--- src/rtl/serv_mtimer_pkg.sv ---
// serv_mtimer_pkg: register map, reset constants and byte-lane merge for the machine timer
package serv_mtimer_pkg;
  localparam logic [2:0] MTIME_LO    = 3'd0;
  localparam logic [2:0] MTIME_HI    = 3'd1;
  localparam logic [2:0] MTIMECMP_LO = 3'd2;
  localparam logic [2:0] MTIMECMP_HI = 3'd3;
  localparam logic [2:0] PRESCALE    = 3'd4;
  localparam logic [63:0] MTIMECMP_RST = '1;
  function automatic logic [31:0] wb_merge(input logic [31:0] old, input logic [31:0] dat, input logic [3:0] sel);
    for (int i = 0; i < 4; i++) wb_merge[8*i+:8] = sel[i] ? dat[8*i+:8] : old[8*i+:8];
  endfunction
endpackage

--- src/rtl/serv_mtimer_prescaler.sv ---
// serv_mtimer_prescaler: free-running counter that wraps at the reload value and emits a 1-cycle tick
module serv_mtimer_prescaler
  import serv_mtimer_pkg::*;
#(
  parameter int W       = 16,
  parameter bit RST_ALL = 1'b1
) (
  input  logic                 i_clk,
  input  logic                 i_rst,
  input  logic                 i_we,
  input  logic [W-1:0]         i_dat,
  input  logic [(W+7)/8-1:0]   i_sel,
  output logic [W-1:0]         o_prescale,
  output logic                 o_tick
);
  logic [W-1:0] cnt;
  assign o_tick = cnt == o_prescale;
  always_ff @(posedge i_clk)
    if (i_rst && RST_ALL) begin
      cnt        <= '0;
      o_prescale <= '0;
    end else begin
      cnt <= (i_we || o_tick) ? '0 : cnt + 1'b1;
      for (int i = 0; i < W; i++) if (i_we && i_sel[i/8]) o_prescale[i] <= i_dat[i];
    end
endmodule

--- src/rtl/serv_mtimer.sv ---
// serv_mtimer: RISC-V mtime/mtimecmp Wishbone peripheral driving the level timer interrupt
module serv_mtimer
  import serv_mtimer_pkg::*;
#(
  parameter int WIDTH          = 64,
  parameter int PRESCALE_W     = 16,
  parameter     RESET_STRATEGY = "MINI"
) (
  input  logic        i_clk,
  input  logic        i_rst,
  input  logic [2:0]  i_wb_adr,
  input  logic [31:0] i_wb_dat,
  input  logic [3:0]  i_wb_sel,
  input  logic        i_wb_we,
  input  logic        i_wb_cyc,
  output logic [31:0] o_wb_rdt,
  output logic        o_wb_ack,
  output logic        o_mtip
);
  localparam bit W64     = WIDTH == 64;
  localparam bit RST_ALL = RESET_STRATEGY != "NONE";
  localparam logic [63:0] MASK = W64 ? '1 : 64'h0000_0000_FFFF_FFFF;
  logic [63:0] mtime, mtimecmp;
  logic [31:0] shadow, rdt;
  logic [PRESCALE_W-1:0] prescale;
  logic tick, access;
  logic [7:0] hit;
  assign access = i_wb_cyc & !o_wb_ack & !i_rst;
  assign hit = {8{access & i_wb_we}} & (8'd1 << i_wb_adr);
  serv_mtimer_prescaler #(.W(PRESCALE_W), .RST_ALL(RST_ALL)) prescaler (
    .i_clk      (i_clk),
    .i_rst      (i_rst),
    .i_we       (hit[PRESCALE]),
    .i_dat      (i_wb_dat[PRESCALE_W-1:0]),
    .i_sel      (i_wb_sel[(PRESCALE_W+7)/8-1:0]),
    .o_prescale (prescale),
    .o_tick     (tick)
  );
  always_comb
    rdt = i_wb_adr == MTIME_LO    ? mtime[31:0] :
          i_wb_adr == MTIME_HI    ? shadow :
          i_wb_adr == MTIMECMP_LO ? mtimecmp[31:0] :
          i_wb_adr == MTIMECMP_HI ? mtimecmp[63:32] :
          i_wb_adr == PRESCALE    ? 32'(prescale) : '0;
  always_ff @(posedge i_clk)
    if (i_rst) begin
      o_wb_ack <= 1'b0;
      o_mtip   <= 1'b0;
    end else begin
      o_wb_ack <= i_wb_cyc & !o_wb_ack;
      o_mtip   <= mtime >= mtimecmp;
    end
  // a bus write to either mtime half suppresses that cycle's increment entirely
  always_ff @(posedge i_clk)
    if (i_rst && RST_ALL) begin
      mtime    <= '0;
      mtimecmp <= MTIMECMP_RST & MASK;
      shadow   <= '0;
      o_wb_rdt <= '0;
    end else begin
      if (hit[MTIME_LO]) mtime[31:0] <= wb_merge(mtime[31:0], i_wb_dat, i_wb_sel);
      else if (hit[MTIME_HI] && W64) mtime[63:32] <= wb_merge(mtime[63:32], i_wb_dat, i_wb_sel);
      else if (tick) mtime <= (mtime + 64'd1) & MASK;
      if (hit[MTIMECMP_LO]) mtimecmp[31:0] <= wb_merge(mtimecmp[31:0], i_wb_dat, i_wb_sel);
      if (hit[MTIMECMP_HI] && W64) mtimecmp[63:32] <= wb_merge(mtimecmp[63:32], i_wb_dat, i_wb_sel);
      if (access) o_wb_rdt <= rdt;
      if (access && !i_wb_we && i_wb_adr == MTIME_LO) shadow <= mtime[63:32] & MASK[63:32];
    end
endmodule
--- config.mk ---
export PLATFORM = sky130hd
export DESIGN_NAME = serv_mtimer
export DESIGN_NICKNAME = d
export VERILOG_FILES = /design/src/rtl/serv_mtimer_pkg.sv /design/src/rtl/serv_mtimer_prescaler.sv /design/src/rtl/serv_mtimer.sv
export SDC_FILE = /design/constraint.sdc
export NUM_CORES = 1
export LEC_CHECK = 0
export BUFFER_PORTS_ARGS = -buffer_cell sky130_fd_sc_hd__clkbuf_2
export CORE_MARGIN = 3
export CORE_UTILIZATION = 66
export CTS_CLUSTER_SIZE = 28
export DETAILED_ROUTE_END_ITERATION = 10
export PLACE_DENSITY = 0.86
export SLEW_MARGIN = 10
export SYNTH_ARGS = -nofsm -noshare
export SYNTH_HDL_FRONTEND = slang
export SYNTH_SLANG_ARGS = --single-unit
export TNS_END_PERCENT = 50
--- constraint.sdc ---
create_clock -name i_clk -period 4.1 [get_ports i_clk]
set_input_delay 0.205 -clock i_clk [delete_from_list [all_inputs] [get_ports i_clk]]
set_output_delay 0.205 -clock i_clk [all_outputs]
set_load 0.01 [all_outputs]
Yosys cells after proc, flatten, opt, wreduce, memory -nomap -nowiden --
Index checks and enable logic that the tools add are counted.
Word-level totals: output and inout bits 34, logic and storage cells 87, bits in registers 226
Cells by class: add/subtract/negate cells 2, bitwise operators 5, shift-type cells 1, mux-type cells 13, equality and inequality tests 14, magnitude comparators 1, reduce and logical (&&, ||, !) cells 28
Operator list (number):
- 32-bit two-way mux | 7
- 64-bit by 1-bit adder with 64-bit output (second input constant) | 1
- 64-bit greater-or-equal comparator | 1
- 64-bit two-way mux | 1
- 8-bit two-way mux | 4
- 3-bit AND reduction | 8
- 2-bit inequality test (second input constant) | 9
- 16-bit by 1-bit adder with 16-bit output (second input constant) | 1
- 16-bit equality test | 1
- 16-bit two-way mux | 1
- 2-bit AND reduction | 8
- 3-bit by 2-bit equality test with 1-bit output (second input constant) | 2
- 5-bit AND | 1
- 1-bit by 3-bit left shift with 5-bit output (first input constant) | 1
- 1-bit logical AND | 4
- 2-bit nonzero test | 2
- 1-bit AND | 3
- 3-bit by 1-bit equality test with 1-bit output (second input constant) | 1
- 3-bit equality test (second input constant) | 1
- 1-bit logical NOT | 3
- 3-bit logical NOT | 1
- 2-bit OR reduction | 1
- 1-bit logical OR | 1
- 1-bit inverter | 1

Depth between registers and ports, before layout --
depth after elaboration 7, gate-level depth with buffers 10, gate-level depth less buffers 8

Hierarchy --
A second synthesis with hierarchy kept.
Second synthesis, totals: cell total of the unflattened synthesis 1655, area, all modules 13002.5 um^2
By module, submodules not included:
- serv_mtimer | instances 1, cells each 1484, area each 11534.8 um^2
- serv_mtimer_prescaler | instances 1, cells each 171, area each 1467.7 um^2

Worst setup path after synthesis --
No wires, ideal clock.
path type reg2reg, start register mtime[1], end register mtime[22], period minus slack after synthesis 2258 ps, cell stages (with the launch flop) 7, data arrival time 2141 ps, path slack 1842 ps, path through dfxtp_1 ha_1 and3_2 nand4_1 or4_1 or3_1 a32o_1
Between the ends: word-level cells in the longest chain between the ends 4
Ends and longest elaborated chain:
- start, declared | line serv_mtimer.sv:23 | logic [63:0] mtime, mtimecmp;
- start signal, assigned | line serv_mtimer.sv:61 | if (hit[MTIME_LO]) mtime[31:0] <= wb_merge(mtime[31:0], i_wb_dat, i_wb_sel);
- start signal, assigned | line serv_mtimer.sv:63 | else if (tick) mtime <= (mtime + 64'd1) & MASK;
- 64-bit by 1-bit adder with 64-bit output | line serv_mtimer.sv:63
- 64-bit two-way mux | line serv_mtimer.sv:63
- 32-bit two-way mux | line serv_mtimer.sv:62 | else if (hit[MTIME_HI] && W64) mtime[63:32] <= wb_merge(mtime[63:32], i_wb_dat, i_wb_sel);
- 32-bit two-way mux | line serv_mtimer.sv:61
Every way passes these cells. The select of a mux whose other input is x is not followed. A chain may end at the register's enable or synchronous reset.

Worst setup path in the final report --
start register mtime[15], end register mtime[60]
Between the ends: word-level cells in the longest chain between the ends 3
Ends and longest elaborated chain (line):
- 64-bit by 1-bit adder with 64-bit output | serv_mtimer.sv:63
- 64-bit two-way mux | serv_mtimer.sv:63
- 32-bit two-way mux | serv_mtimer.sv:62
Every way passes these cells. The select of a mux whose other input is x is not followed.

==> flow_summary.json <==
{
  "syn_area_per_cell_um2": 8.07,
  "setup_viol": 0,
  "p_leak_nw": 5.90,
  "clockBufferDepth": 3,
  "cts_root_buffer": "clkbuf_16",
  "drt_pass1_iterations": 8,
  "io_pins": 77,
  "grt_setup_unrepaired": "no",
  "tritoncts": "yes",
  "via_per_inst": 7.06,
  "period_needed_ns": 3.16,
  "tns_ns": 0,
  "drt-initial-drc-count": 2048,
  "grt_pass1_vias": 12300,
  "total_power_mw": 5.18,
  "io_buffers": 76,
  "yosysWarningCount": 0,
  "holdBufCountCts": 11,
  "drive_gt1_frac": 0.117,
  "gp_congestion": 1.03,
  "routedWlPerCell_um": 23.6,
  "crit_buf_inv": 0,
  "grtUsageTotal": 0.410,
  "numCtsBuffers": 25,
  "grt_pass1_wl_mm": 70.0,
  "worst_pin_slew_ns": 1.02,
  "max_freq_ghz": 0.316,
  "vias": 13400,
  "worstPathMaxFanout": 12,
  "coreArea_um2": 18900,
  "cp.depth": 6,
  "powerDensity_nw_per_um2": 361,
  "finClkSkew_ns": 0.0109,
  "final_cell_mix": "262 x nand2_1, 226 x dfxtp_1, 132 x a21oi_1, 92 x nor2_1, 82 x o211ai_1",
  "yosysTopAreaCellShare": 0.353,
  "routed_wl_mm": 45.0,
  "postLayoutCellArea_um2": 14300,
  "critical-path-top-delay-family": "simple AND/OR/NAND/NOR gates",
  "grt_max_degree": 91,
  "slew_viol_final": 0,
  "synth_edf_count": 0,
  "critPathArrivalTime_ns": 3.61,
  "fp.dieH_um": 145,
  "ys_types": 71,
  "crit_path_start_kind": "register",
  "critPathCaptureType": "register",
  "area_growth_pct": 11.9,
  "utilization": 0.759,
  "grt_overflow": 0,
  "drv_cap": 0,
  "slowest_stage": "dfxtp_1",
  "dpl.hpwl_mm": 31.2,
  "syn_inst": 1589,
  "syn-cell-area_um2": 12800,
  "drc": 0,
  "place_inst": 1845,
  "synth_ff_type": "dfxtp_1",
  "fin_hold_ws_ns": 0.0185,
  "holdPathStages": 3,
  "chipWidth_um": 145,
  "period_share": 0.771,
  "antenna_found_initial": 2,
  "worst-setup-path-type": "reg2reg",
  "synth.ff_latch_count": 226,
  "clk_latency_ns": 0.54,
  "layout_commonest_cell": "nand2_1",
  "irDropWorstVdd_v": 0.000389,
  "ant_nets": 0,
  "cts-resized-gates": 0,
  "diodes": 0,
  "seq_area_frac_synth": 0.353,
  "required_ns": 4.54,
  "cts_sinks": 226,
  "pre_cts_slack_ns": 1.20,
  "fin_nets": 1733,
  "stdcell_count": 1903,
  "reg2reg_depth": 6,
  "hold_path_class": "in2reg",
  "post_cts_buffers": 0,
  "synth_top_cell_by_area": "dfxtp_1",
  "status": "finished, final reports clean",
  "crit_top_cell": "nand4_1",
  "finalHoldViolations": 0,
  "h-tree-depth": 1,
  "row_count": 50,
  "synth_fp_nets": 1698,
  "cts.clk_slew.worst_paths_ns": 0.06,
  "die_area_um2": 21100,
  "cp_cell_sequence": "nand4_1 -> nor4_2 -> nand4_1 -> nand2b_1 -> or4_1 -> a31oi_1",
  "postSynth.asyncResetShare": 0,
  "maxSlewHeadroom": 0.316,
  "start_util": 0.678,
  "setup_ws_ns": 0.938,
  "synth.area.top_cells": "dfxtp_1 35%, nand2_1 7.7%, ha_1 6.4%, a21oi_1 5.2%, o211ai_1 4.8%",
  "placed_cell_area_um2": 13300,
  "cp_slowest_stage_delay_ns": 0.56
}
[cell families after synthesis]
group / Yosys count / synth area share
simple gates: 644 / 0.245
flops: 226 / 0.353
xor+xnor: 29 / 0.0198
buf+inv: 178 / 0.0538
fa+ha+maj: 66 / 0.0644
compound gates: 408 / 0.209
mux: 38 / 0.0552
[flip-flops by register name (all words and copies together) (netlist names)]
name	cells
o_wb_rdt	32
o_wb_ack	1
prescaler.o_prescale	16
mtime	64
mtimecmp	64
o_mtip	1
prescaler.cnt	16
shadow	32
[final cells by class]
cell class	count	area, µm²
inverters	72	270
fillers	1439	4550
clock inverters	14	206
clock buffers	32	692
repair buffers	114	708
well taps	260	325
multi-input cells	1185	7620
flip-flops and latches	226	4520
[synth_stat cells (all sizes together) (14+ instances only)]
master	instances
a21oi	132
a221oi	19
a22oi	14
a31oi	23
and2	16
and3	24
and4	20
clkbuf	93
dfxtp	226
ha	66
inv	72
mux4	25
nand2	262
nand3	74
nand4	38
nor2	94
nor3	42
nor4	26
o211ai	82
o21ai	48
or4	20
xor2	25
[report_power, final]
part	switching, mW	internal, mW	leakage, nW	total [mW]
combinational	0.305	0.137	3.63	0.441
clock	0.968	1.51	0.448	2.48
sequential	0.0335	2.23	1.83	2.26
total	1.31	3.88	5.90	5.18
[layer usage]
| metal | GRT usage | part of all wire | vias to the layer above | wire [µm] |
|---|---|---|---|---|
| met5 | 0 | 0.0010 | - | 45 |
| met4 | 0.134 | 0.044 | 6 | 1970 |
| met3 | 0.107 | 0.15 | 185 | 6700 |
| met2 | 0.612 | 0.42 | 1081 | 18900 |
| met1 | 0.585 | 0.39 | 6224 | 17400 |
| li1 | - | - | 5946 | - |
[worst reg2reg max path, cell delays in order (launching register included)]
cell and delay [ns]:
dfxtp_1 0.56, nand4_1 0.55, nor4_2 0.56, nand4_1 0.46, nand2b_1 0.31, or4_1 0.41
a31oi_1 0.23
[final timing paths]
kind / startpoint / slack (ns) / to
min: i_wb_dat[11] / 0.02 / prescaler.o_prescale[11]$_SDFFE_PP0P_
max: mtime[15]$_SDFFE_PP0P_ / 0.94 / mtime[60]$_SDFFE_PP0P_
min reg2reg: shadow[20]$_SDFFE_PP0P_ / 0.45 / shadow[20]$_SDFFE_PP0P_
max reg2reg: mtime[15]$_SDFFE_PP0P_ / 0.94 / mtime[60]$_SDFFE_PP0P_
(Power assumes the default switching activity.)
